<file path="src/rtl/hazard_forward_tracker.sv">
// Tracks in-flight destinations and forwards live stage results to operand reads; reads are combinational, entries shift each non-held cycle.
// Pending operands drop issue_ready. Optional stall counter behind FORWARD_STALL_COUNTER_EN.
module hazard_forward_tracker #(
  parameter int XLEN       = 32,
  parameter int STAGES     = 3,
  parameter int READ_PORTS = 2
) (
  input  logic                         clock,
  input  logic                         reset,
  input  logic                         issue_valid,
  output logic                         issue_ready,
  input  logic [4:0]                   issue_rd,
  input  logic                         issue_rd_enable,
  input  logic                         hold,
  input  logic                         flush,
  input  logic [STAGES-1:0]            stage_result_valid,
  input  logic [STAGES*XLEN-1:0]       stage_result,
  input  logic [READ_PORTS-1:0]        read_enable,
  input  logic [READ_PORTS*5-1:0]      read_number,
  input  logic [READ_PORTS*XLEN-1:0]   read_value,
  output logic [READ_PORTS*XLEN-1:0]   read_result,
  output logic [READ_PORTS-1:0]        read_pending,
  output logic [31:0]                  stall_count
);

  logic [STAGES-1:0] r_valid;
  logic [STAGES-1:0] r_has;
  logic [4:0]        r_rd    [STAGES];
  logic [XLEN-1:0]   r_value [STAGES];

  logic [STAGES-1:0] w_live_has;
  logic [XLEN-1:0]   w_live_value [STAGES];
  logic              w_hazard;

  // A result arriving at an invalid entry is dropped.
  always_comb begin
    for (int i = 0; i < STAGES; i++) begin
      w_live_has[i]   = r_has[i] | (r_valid[i] & stage_result_valid[i]);
      w_live_value[i] = (r_valid[i] & stage_result_valid[i]) ?
                        stage_result[i*XLEN +: XLEN] : r_value[i];
    end
  end

  // Scan oldest to youngest so the youngest match overrides.
  always_comb begin
    read_result  = read_value;
    read_pending = '0;
    for (int p = 0; p < READ_PORTS; p++) begin
      for (int i = STAGES - 1; i >= 0; i--) begin
        if (r_valid[i] && (r_rd[i] == read_number[p*5 +: 5]) && (r_rd[i] != 5'd0)) begin
          read_result[p*XLEN +: XLEN] = w_live_value[i];
          read_pending[p]             = read_enable[p] & ~w_live_has[i];
        end
      end
    end
    w_hazard    = |read_pending;
    issue_ready = ~w_hazard & ~hold & ~flush;
  end

  always_ff @(posedge clock) begin
    if (reset) begin
      r_valid <= '0;
      r_has   <= '0;
      for (int i = 0; i < STAGES; i++) begin
        r_rd[i]    <= 5'd0;
        r_value[i] <= '0;
      end
    end else if (hold) begin
      for (int i = 0; i < STAGES; i++) begin
        r_has[i]   <= w_live_has[i];
        r_value[i] <= w_live_value[i];
      end
      if (flush) r_valid[0] <= 1'b0;
    end else begin
      r_valid[0] <= issue_valid & issue_ready & issue_rd_enable & (issue_rd != 5'd0);
      r_rd[0]    <= issue_rd;
      r_has[0]   <= 1'b0;
      r_value[0] <= '0;
      for (int i = 1; i < STAGES; i++) begin
        r_valid[i] <= r_valid[i-1] & ~(flush && (i == 1));
        r_rd[i]    <= r_rd[i-1];
        r_has[i]   <= w_live_has[i-1];
        r_value[i] <= w_live_value[i-1];
      end
    end
  end

`ifdef FORWARD_STALL_COUNTER_EN
  logic [31:0] r_stall_count;

  always_ff @(posedge clock) begin
    if (reset) begin
      r_stall_count <= 32'd0;
    end else if (issue_valid && w_hazard && !hold && (r_stall_count != 32'hFFFF_FFFF)) begin
      r_stall_count <= r_stall_count + 32'd1;
    end
  end

  assign stall_count = r_stall_count;
`else
  assign stall_count = 32'd0;
`endif

endmodule

</file>
<file path="config.mk">
export PLATFORM = sky130hd
export DESIGN_NAME = hazard_forward_tracker
export DESIGN_NICKNAME = d
export VERILOG_FILES = /design/src/rtl/hazard_forward_tracker.sv
export SDC_FILE = /design/constraint.sdc
export NUM_CORES = 1
export LEC_CHECK = 0
export BUFFER_PORTS_ARGS = -buffer_cell sky130_fd_sc_hd__buf_4
export CAP_MARGIN = 15
export CORE_MARGIN = 2
export CORE_UTILIZATION = 56
export CTS_BUF_LIST = sky130_fd_sc_hd__clkbuf_4 sky130_fd_sc_hd__clkbuf_8 sky130_fd_sc_hd__clkbuf_16
export DETAILED_ROUTE_END_ITERATION = 8
export PLACE_DENSITY = 0.94
export SKIP_LAST_GASP = 1
export SYNTH_ARGS = -nofsm -noshare
export SYNTH_HDL_FRONTEND = slang
export SYNTH_SLANG_ARGS = --single-unit
</file>
<file path="constraint.sdc">
create_clock -name clock -period 5.95 [get_ports clock]
set_input_delay 0.595 -clock clock [delete_from_list [all_inputs] [get_ports clock]]
set_output_delay 0.595 -clock clock [all_outputs]
set_load 0.01 [all_outputs]
</file>
# Yosys cells after proc, flatten, opt, wreduce, memory -nomap -nowiden
# Memory sizes are Yosys's and may differ from the RTL's.
# Cells that the tools add are included.
# totals
ff_bits	6
ram_bits	111
input_bits	186
out_inout_bits	99
word_cells	99
n_memories	2
# memory_table
name	words	width	rd	rd_clocked_by_memory_dff	wr	line	source
r_value	3	32	3	0	3	29	logic [XLEN-1:0] r_value [STAGES];
r_rd	3	5	3	0	3	28	logic [4:0] r_rd [STAGES];
# classes
n_eq_ne	7
muxes	35
n_bitwise	33
n_reduce_logical	18
# ops
operator	n
$mux W32	15
$eq A5 B5 Y1	6
$reduce_bool A5 Y1	4
$mux W1	16
$and A1 B1 Y1	15
$mux W5	3
$logic_and A1 B1 Y1	12
$or A1 B1 Y1	12
$not A1 Y1	6
$reduce_or A2 Y1	2
$mux W3	1
$ne A2 B1 Y1 const B	1

# Depth between registers and ports, before layout
# Gate-level depths: netlist of run 1.
# logic_depth
ltp_word	15
depth_mapped	8
ltp_nobuf	6

# Least setup slack after synthesis of run 1
# OpenSTA, ideal clock, no wires.
# synth_timing
path_type	input to output
start	input stage_result_valid[2]
end	output read_result[32]
arrival_ps	2054
required_time_ps	5355
setup_slack_ps	3301
path_stages	6
n_path_buf	1
path_cell_list	nand2_1 -> buf_1 -> mux2_2 -> mux2_1 -> a211oi_1 -> a21oi_1
# synth_via
elab_chain_len	5
# synth_rtl
item	line	source
start, declared	16	input logic [STAGES-1:0] stage_result_valid,
$and A1 B1 Y1	39	w_live_value[i] = (r_valid[i] & stage_result_valid[i]) ?
$mux W32	39	
$mux W32 (3 in series)	50	if (r_valid[i] && (r_rd[i] == read_number[p*5 +: 5]) && (r_rd[i] != 5'd0)) begin
end, declared	21	output logic [READ_PORTS*XLEN-1:0] read_result,
# No other way between the ends.

==> results of run 1 <==
## cells by family (layout without fill, tap and decap cells)
family                 after synthesis  count (layout)  share of synthesized area [%]
buffers and inverters              134             331                           8.11
other                                2             128                         0.0871
multiplexers                       161             161                           22.6
AND/OR/NAND/NOR                    180             180                           10.2
AO/OA/AOI/OAI                      207             207                           15.9
flip-flops                         117             117                           40.1
XOR/XNOR                            30              30                           3.05
## cell usage after synthesis, drive strengths merged
library cell / instances / area [sq um]
conb: 2 / 7.51
buf: 73 / 470
nor4: 6 / 67.6
edfxtp: 111 / 3330
mux2: 96 / 1300
a211oi: 97 / 728
o32ai: 1 / 8.76
a21oi: 68 / 340
a311oi: 2 / 30.0
o22ai: 32 / 200
dfxtp: 6 / 120
or4: 4 / 33.8
o2111ai: 1 / 8.76
nand2: 5 / 18.8
nand2b: 2 / 12.5
or3: 2 / 12.5
clkbuf: 26 / 97.6
nor2b: 32 / 200
a21bo: 2 / 20.0
mux2i: 65 / 651
nor2: 106 / 398
nor3: 1 / 5.00
o221ai: 1 / 8.76
nand3: 6 / 30.0
xor2: 8 / 70.1
inv: 35 / 131
or2: 1 / 6.26
and2: 15 / 93.8
o21ai: 3 / 26.3
xnor2: 22 / 193
## power by group
group | switching (W) | total, W | internal (W)
combinational | 0.000198 | 0.000413 | 0.000214
clock | 0.000406 | 0.00103 | 0.000628
sequential | 0.0000224 | 0.000982 | 0.000960
total | 0.000626 | 0.00243 | 0.00180
## per-stage QoR
stage | power (W) | hold WS, ns
after floorplan | 0.00123 | 0.435
after global placement | 0.00139 | 0.451
after detailed placement | 0.00140 | 0.488
after CTS | 0.00244 | 0.390
after global routing | 0.00251 | 0.392
final | 0.00243 | 0.408
## metal layers
metal  up-vias  wire, um  global-route usage [%]
met4         0       682                    13.4
met3        61      2230                    6.64
met1      3624      9300                    34.3
met5         -         0                       0
met2       488     12700                    52.1
li1       3537         -                       -
## final timing paths
check / from / endpoint / slack [ns] / depth (start not counted)
setup / recovery: r_rd[0][5] / read_result[9] / 1.97 / 8
hold / removal: flush / r_valid[0] / 0.41 / 2
setup reg to reg: r_rd[0][5] / r_valid[0] / 3.30 / 6
hold reg to reg: r_has[0] / r_has[0] / 0.51 / 2
## sequential cells by signal, indices dropped and copies added, names as in the netlist
| name | count |
|---|---|
| r_rd | 15 |
| r_value | 96 |
| r_valid | 3 |
| r_has | 3 |
## area by class of cell
| class | instances | area [sq um] | share of cell area [%] |
|---|---|---|---|
| Tap cell | 188 | 235 | 2.07 |
| Inverter | 35 | 131 | 1.15 |
| Sequential cell | 117 | 3450 | 30.3 |
| Clock buffer | 17 | 425 | 3.74 |
| Timing Repair Buffer | 264 | 1990 | 17.5 |
| Multi-Input combinational cell | 706 | 4970 | 43.7 |
| Clock inverter | 15 | 169 | 1.48 |
==> summary.md, run 1 <==
| Metric | Value |
|---|---|
| Setup CP Type | reg2out |
| Slew Viols, Final | 0 |
| Startpoint class of the critical path | register |
| GR Util All Layers | 29.5% |
| DRT Pass-1 Iters | 5 |
| CTS sink cnt | approximately 120 |
| Initial antenna violation count | 0 |
| DIE WIDTH | roughly 130 um |
| Filler Cell Count | 1,022 |
| Worst min path class | in2reg |
| CP endpoint kind | primary output |
| Crit path DAT | 3.38 ns |
| Die Height | 128 um |
| Setup ws final | around 2 ns |
| Status | finished, final reports clean |
| Delay-heaviest family, CP | simple AND/OR/NAND/NOR gates |
| Ratio of final minimum period to clock period | 66.9% |
| Dpl cells | 1,309 |
| Worst Skew | 0.00728 ns |
| CP Cell Sequence | or4_1, o21ai_1, or3_2, buf_4, nor2_1, a211oi_1, a21oi_1, buf_4 |
| Share of cells above drive strength 1 | 35.2% |
| CTS Root Cell | clkbuf_16 |
| Final HPWL DP | 17.1 mm |
| Fin cells | 1,342 |
| Final hold vios | 0 |
| Wire per inst | 18.5 um |
| Vias | 7,710 |
| Avg Synthesized Cell Area | 10.4 sq um |
| Final Core Density | 75.1% |
| Worst-Skew Late Latency | around 0.40 ns |
| TritonCTS Buffers | 17 |
| Post-CTS Hold Fix Bufs | 0 |
| Row cnt | 45 |
| Area Growth Syn to Fin | 32.0% |
| Commonest non-fill, non-tap cell in the layout | buf_4 |
| Detail-routed via count per cell | 5.75 |
| CP max stage delay | 0.59 ns |
| Yosys cell types | 39 |
| N_diodes | 0 |
| DRT iter0 DRCs | 596 |
| Warnings, synthesis | 0 |
| Detailed-route wire length | 24.9 mm |
| CP max-delay cell | or3_2 |
| First-pass GRT wire length | 37.6 mm |
| FMAX | 0.251 GHz |
| Final setup fails | 0 |
| Nets@finish | approximately 1,300 |
| Tmin final | 3.98 ns |
| Placement Cell Area | about 11,000 sq um |
| Initial Util | 56.9% |
| Number of buffers and inverters on the critical path | 2 |
| CP max FO | 34 |
| H-tree levels | 4 |
| Pleak | 5.27 nW |
| # IOs | between 200 and 300 |
| Worst Tran Pin Value | 1.04 ns |
| Placer Congestion | 0.859 |
| Residual DRC | 0 |
| Slew margin rel. | between 30% and 40% |
| CTS resizes | 0 |
| Clock transition at the registers of the reported paths | approximately 0.06 ns |
| Req. time, crit path | ~5.4 ns |
| IO buf count | 252 |
| Setup WS pre-CTS | about 2.4 ns |
| VDD IR-drop max | 0.000165 V |
| Power Density | 213 nW/um^2 |
| Vias in the first global route | around 7,600 |
| Cell mode on critical path | buf_4 |
| Die area | 16,400 sq um |
| Cells after Synth | around 830 |
| Sequential share of the synthesized area | about 40% |
| Post-CTS Setup Inserts | 0 |
| Design area | 11,400 sq um |
| Largest net degree at the start of global routing | 82 |
| Total grt overflow | 0 |
| Setup TNS | 0 ns |
| RSZ-0062 raised after global routing | false |
| Area of the core | 15,100 sq um |
| Buffer depth of the longest clock path | 2 |
| TritonCTS clock tree | done |
| Commonest non-fill, non-tap cells in the layout | buf_4, conb_1, edfxtp_1 |
| Max_cap viols | 0 |
| Synthesized cell area | 8620 sq um |
| Number of routed nets with antenna violations | 0 |
| Register bit total from synthesis | 117 |
(Power assumes the default switching activity.)
==> run 2, diff against run 1 <==
CORE_UTILIZATION = 52   (was 56)
PLACE_DENSITY = 0.89   (was 0.94)
clock period = 3.9 ns   (was 5.95 ns; I/O delays follow)
==> run 2 against run 1 <==
Net effect:
- first-iteration DRC count is 25% lower
- count of clock-buffer cells in the layout is 5 higher
- wire length shrank 1.8%
- setup slack got worse by 1.7 ns
- via count down 1.8%
- cell count grew 2.8%
- combinational power rose by 51%
- register-to-register slack got worse by 2.1 ns
- largest power group unchanged
==> summary.md, run 2 (synthesized netlist as in run 1, its figures left out) <==
| Metric | Value |
|---|---|
| CTS resizes | 0 (unchanged) |
| Worst Skew | 0.00953 ns (+0.00225 ns) |
| Final Core Density | 70.0% (-5.2 points) |
| Most used routing layer | met2 |
| Cell count of the worst hold path | 2 (unchanged) |
| Commonest non-fill, non-tap cell in the layout | buf_4 |
| Reg with most FFs | r_value |
| Detailed-route wire length | 24.5 mm (-1.8%) |
| CTS Root Cell | clkbuf_16 |
| Largest registers | r_value: 96 flops, r_rd: 15 flops |
| Area of the core | 16,400 sq um (+8.3%) |
| FMAX | about 0.28 GHz |
| Power Density | 328 nW/um^2 (+54%) |
| Filler Cell Count | 1,233 (+21%) |
| CTS sink cnt | 117 (unchanged) |
| Design area | 11,500 sq um (+0.89%) |
| RSZ-0062 raised after global routing | false |
| TritonCTS clock tree | done |
| H-tree levels | 4 (unchanged) |
| Row cnt | 47 (+4.4%) |
| Die Height | 133 um (+3.7%) |
| Setup WS pre-CTS | 0.736 ns (-1.67 ns) |
| Cell mode on critical path | buf_4 |
| Total grt overflow | 0 (unchanged) |
| R2R Setup Slk | 1.21 ns (-2.09 ns) |
| Critical Path Start | r_rd[0][5] |
| DIE WIDTH | 133 um (+3.7%) |
| Post-CTS Hold Fix Bufs | 0 (unchanged) |
| Detail-routed via count per cell | 5.49 (-4.4%) |
| Final setup fails | 0 (unchanged) |
| Routing usage on met3 | 6.55% (-0.084 points) |
| Reg2reg end | r_valid[0] |
| Area Growth Syn to Fin | 33.2% |
| Nets@finish | 1,332 (+0.38%) |
| Global Route met2 Usage | 48.0% (-4.1 points) |
| GR Util All Layers | 27.4% (-2.1 points) |
| Number of routed nets with antenna violations | 0 (unchanged) |
| R2R Path Start | r_rd[0][5] |
| Buffer depth of the longest clock path | 2 (unchanged) |
| Commonest non-fill, non-tap cells in the layout | buf_4, conb_1, edfxtp_1 |
| Vias | 7,572 (-1.8%) |
| Tot Pwr | 0.00377 W (+55%) |
| Startpoint class of the critical path | register |
| Placer Congestion | 0.845 (-1.6%) |
| Post-CTS Setup Inserts | 0 (unchanged) |
| Largest net degree at the start of global routing | 82 (unchanged) |
| Worst-Skew Late Latency | 0.41 ns (about the same) |
| First-pass GRT wire length | 38.1 mm (+1.3%) |
| Slew margin rel. | 30.6% (-0.31 points) |
| Max FFs per register | 96 (unchanged) |
| Wire per inst | 17.7 um (-4.4%) |
| CP max FO | 35 (+2.9%) |
| Crit path DAT | 3.24 ns (-0.14 ns) |
| # IOs | 285 (unchanged) |
| IO buf count | 252 (unchanged) |
| Setup CP Type | reg2out |
| Residual DRC | 0 (unchanged) |
| Worst Tran Pin Value | 1.04 ns (+0.00458 ns) |
| CP endpoint kind | primary output |
| Final hold vios | 0 (unchanged) |
| Delay-heaviest family, CP | simple AND/OR/NAND/NOR gates |
| Tmin final | 3.63 ns |
| DRT iter0 DRCs | 445 (-25%) |
| Final HPWL DP | 17.5 mm (+2.4%) |
| Setup TNS | 0 ns (unchanged) |
| Placement Cell Area | 10,900 sq um (+0.91%) |
| VDD IR-drop max | 0.000260 V (+57%) |
| Pleak | 5.31 nW (+0.82%) |
| Ratio of final minimum period to clock period | 93.2% |
| CP Capture Point | read_result[17] |
| Met1 Use GR | 32.8% (-1.5 points) |
| Share of cells above drive strength 1 | 35.5% (+0.28 points) |
| Initial Util | 52.6% (-4.4 points) |
| Worst min path class | in2reg |
| Req. time, crit path | 3.51 ns (-1.85 ns) |
| CP max-delay cell | or3_2 |
| Max_cap viols | 0 (unchanged) |
| TritonCTS Buffers | 17 (unchanged) |
| CP Cell Sequence | or4_1, o21ai_1, or3_2, buf_4, nor2_1, a211oi_1, a21oi_1, buf_4 |
| WP depth | 8 (unchanged) |
| Vias in the first global route | 7,599 (+0.44%) |
| Setup ws final | 0.267 ns (-1.70 ns) |
| Die area | 17,600 sq um (+7.4%) |
| CP max stage delay | 0.63 ns (+0.04 ns) |
| DRT Pass-1 Iters | 5 (unchanged) |
| Initial antenna violation count | 0 (unchanged) |
| Status | finished, final reports clean |
| Slew Viols, Final | 0 (unchanged) |
| Clock transition at the registers of the reported paths | 0.05 ns (about the same) |
| Number of buffers and inverters on the critical path | 2 (unchanged) |
| Worst r2r path cells | 6 (unchanged) |
| N_diodes | 0 (unchanged) |
run 2: cell types whose count changed in the layout (fill, tap and decap cells not counted), moves of 2 or more:
| cell | change |
|---|---|
| inv_6 | -7 |
| clkbuf_4 | +5 |
| clkinv_2 | +3 |
| bufinv_16 | +2 |
| buf_4 | +5 |
run 2: per-layer routing:
metal  vias to the layer above  part of all wire [%]  wire, um
met1                      3658                    40      9710
met2                       338                    51     12400
met4                         0                   1.9       454
met5                         -                     0         0
li1                       3546                     -         -
met3                        30                   7.6      1870
run 2: worst min path at each step:
stage / start / end / slack, ns
detailed placement: r_has[0] / r_has[0] / 0.51
finish: flush / r_valid[0] / 0.20
global placement: r_has[0] / r_has[0] / 0.46
floorplan: r_has[0] / r_has[0] / 0.43
global route: flush / r_valid[0] / 0.20
CTS: flush / r_valid[0] / 0.18
run 2: layout make-up:
class / count / area [sq um] / area share (%)
multi-input combinational: 706 / 4970 / 43.3
sequential: 117 / 3450 / 30.1
timing repair buffer: 269 / 2030 / 17.7
clock buffer: 22 / 463 / 4.03
tap: 220 / 275 / 2.40
clock inverter: 10 / 155 / 1.35
inverter: 35 / 131 / 1.14
run 2: where the power goes:
part	switching, W	internal, W	leakage (nW)
clock network	0.000548	0.00110	0.305
registers	0.0000324	0.00146	1.20
logic	0.000297	0.000326	3.81
total	0.000878	0.00289	5.31
run 2: through the flow:
| step | std cells | hold slack, ns |
|---|---|---|
| finish | 1379 | 0.198 |
| global route | 1379 | 0.195 |
| CTS | 1379 | 0.185 |
| detailed placement | 1347 | 0.505 |
| global placement | 1347 | 0.462 |
| floorplan | 957 | 0.435 |
==> run 3, diff against run 2 <==
CELL_PAD_IN_SITES_DETAIL_PLACEMENT = 0   (was not set)
CELL_PAD_IN_SITES_GLOBAL_PLACEMENT = 2   (was not set)
CORE_UTILIZATION = 31   (was 52)
PLACE_DENSITY = 0.88   (was 0.89)
==> run 3 against run 2 <==
Net effect:
- global-route usage down 8.9 points
- first-iteration DRC count down 7.2%
- clock skew up 0.0094 ns
- wire length up 11%
- non-clock buffer count down 1
- via count down 5.4%
- critical path depth unchanged
- critical endpoint is now read_result[43]
==> summary.md, run 3 (synthesized netlist as in run 1, its figures left out) <==
| Metric | Value |
|---|---|
| Reg with most FFs | r_value |
| Area Growth Syn to Fin | 34.9% |
| Status | finished, final reports clean |
| P_sw | 0.000971 W (+11%) |
| First-pass GRT wire length | 41.0 mm (+7.8%) |
| IO buf count | 252 (unchanged) |
| Clock power share | 41.9% (-1.8 points) |
| Design area | 11,600 sq um (+1.3%) |
| FMAX | 0.286 GHz (+4.0%) |
| Wire per inst | 17.7 um (-0.39%) |
| Number of routed nets with antenna violations | 0 (unchanged) |
| Largest net degree at the start of global routing | 82 (unchanged) |
| Detail-routed via count per cell | 4.66 (-15%) |
| Sequential power share | 40.9% (+1.2 points) |
| CTS sink cnt | 117 (unchanged) |
| Die Height | 171 um (+29%) |
| TritonCTS clock tree | done |
| Initial Util | 31.3% (-21 points) |
| Final setup fails | 0 (unchanged) |
| Row cnt | 61 (+30%) |
| Setup TNS | 0 ns (unchanged) |
| CP endpoint kind | primary output |
| Buffer depth of the longest clock path | 2 (unchanged) |
| Placement Cell Area | 11,100 sq um (+1.9%) |
| Vias in the first global route | 7,146 (-6.0%) |
| Setup CP Type | reg2out |
| DRT iter0 DRCs | 413 (-7.2%) |
| Pleak | 5.28 nW (-0.51%) |
| Worst Skew | 0.0189 ns (+0.00936 ns) |
| DIE WIDTH | 171 um (+29%) |
| Placer Congestion | 0.798 (-5.6%) |
| Initial antenna violation count | 1 (+1) |
| Combinational Power Share | 17.3% (+0.7 points) |
| Final HPWL DP | 19.3 mm (+10%) |
| VDD IR-drop max | 0.000217 V (-16%) |
| Area of the core | 27,600 sq um (+68%) |
| DRT Pass-1 Iters | 5 (unchanged) |
| Worst min path class | in2reg |
| Residual DRC | 0 (unchanged) |
| Power Density | 314 nW/um^2 (-4.3%) |
| Final hold vios | 0 (unchanged) |
| Pint | 0.00268 W (-7.2%) |
| Startpoint class of the critical path | register |
| Sw Share | 26.6% (+3.3 points) |
| Post-CTS Hold Fix Bufs | 0 (unchanged) |
| # IOs | 285 (unchanged) |
| H-tree levels | 4 (unchanged) |
| Worst Tran Pin Value | 1.10 ns (+0.0597 ns) |
| Vias | 7,163 (-5.4%) |
| Worst-Skew Late Latency | 0.42 ns (about the same) |
| CTS Root Cell | clkbuf_16 |
| Commonest non-fill, non-tap cell in the layout | buf_4 |
| Filler Cell Count | 2,743 (+120%) |
| Clock transition at the registers of the reported paths | 0.07 ns (+0.02 ns) |
| Detailed-route wire length | 27.1 mm (+11%) |
| Max FFs per register | 96 (unchanged) |
| Commonest non-fill, non-tap cells in the layout | buf_4, conb_1, edfxtp_1 |
| N_diodes | 0 (unchanged) |
| TritonCTS Buffers | 17 (unchanged) |
| Share of cells above drive strength 1 | 35.4% (-0.056 points) |
| CTS resizes | 0 (unchanged) |
| Slew margin rel. | 26.6% (-4.0 points) |
| Ratio of final minimum period to clock period | 89.6% (-3.5 points) |
| Die area | 29,200 sq um (+65%) |
| Largest registers | r_value: 96 flops, r_rd: 15 flops |
| Nets@finish | 1,331 (-0.075%) |
| Post-CTS Setup Inserts | 0 (unchanged) |
| GR Util All Layers | 18.5% (-8.9 points) |
| CP max FO | 26 (-26%) |
| Slew Viols, Final | 0 (unchanged) |
| Crit path DAT | 3.11 ns (-0.13 ns) |
| Total grt overflow | 0 (unchanged) |
| Tmin final | 3.50 ns (-0.138 ns) |
| Req. time, crit path | 3.51 ns (about the same) |
| Max_cap viols | 0 (unchanged) |
| RSZ-0062 raised after global routing | false |
[run 3: cell types whose count changed in the layout (fill, tap and decap cells not counted), sizes merged]
cell | before | now
buf | 269 | 268
bufinv | 4 | 1
clkbuf | 22 | 17
inv | 35 | 43
[run 3: power by group through the flow]
stage	clock, W	combinational, W	sequential, W
floorplan	0	0.000366	0.00151
global placement	0	0.000628	0.00152
detailed placement	0	0.000631	0.00152
CTS	0.00157	0.000633	0.00149
global route	0.00162	0.000692	0.00150
finish	0.00153	0.000631	0.00149
[run 3: area by class of cell]
type | count | area [sq um] | share of cell area, %
timing repair buffer | 268 | 2040 | 17.5
clock buffer | 17 | 425 | 3.66
tap | 378 | 473 | 4.07
inverter | 35 | 131 | 1.13
sequential | 117 | 3450 | 29.7
clock inverter | 15 | 141 | 1.22
multi-input combinational | 706 | 4970 | 42.7
[run 3: per-stage QoR]
step / worst slack, ns / power (W) / utilization [%] / hold WS [ns] / cells
2_1_floorplan: 1.49 / 0.00188 / - / 0.435 / 957
3_3_place_gp: 0.886 / 0.00214 / 40.2 / 0.460 / 1504
3_5_place_dp: 0.839 / 0.00215 / 40.2 / 0.460 / 1504
4_1_cts: 0.377 / 0.00370 / 42.2 / 0.177 / 1536
5_1_grt: 0.104 / 0.00381 / 42.2 / 0.179 / 1536
6_report: 0.405 / 0.00365 / 42.2 / 0.192 / 1536
[run 3: worst paths after layout]
kind / startpoint / to / slack, ns / depth (start not counted)
worst min register to register: r_has[0] / r_has[0] / 0.49 / 2
worst min-delay path: flush / r_valid[0] / 0.19 / 2
worst max register to register: r_rd[0][0] / r_valid[0] / 1.32 / 7
worst max-delay path: r_rd[0][5] / read_result[43] / 0.40 / 8
[run 3: layer usage]
| layer | part of all wire (%) | vias to the layer above | global-route usage [%] | wire (um) |
|---|---|---|---|---|
| li1 | - | 3542 | - | - |
| met1 | 45 | 3357 | 24.5 | 12300 |
| met2 | 47 | 240 | 30.4 | 12800 |
| met3 | 6.5 | 22 | 4.51 | 1750 |
| met4 | 1.1 | 2 | 4.20 | 291 |
| met5 | 0.059 | - | 0 | 16 |
[run 3: worst max-delay path: stages, from the launching register on]
cell and delay, ns:
edfxtp_1 0.44, or4_1 0.55, o21ai_1 0.23, or3_2 0.48
buf_4 0.41, nor2_1 0.07, a211oi_1 0.24, a21oi_1 0.07
buf_4 0.18
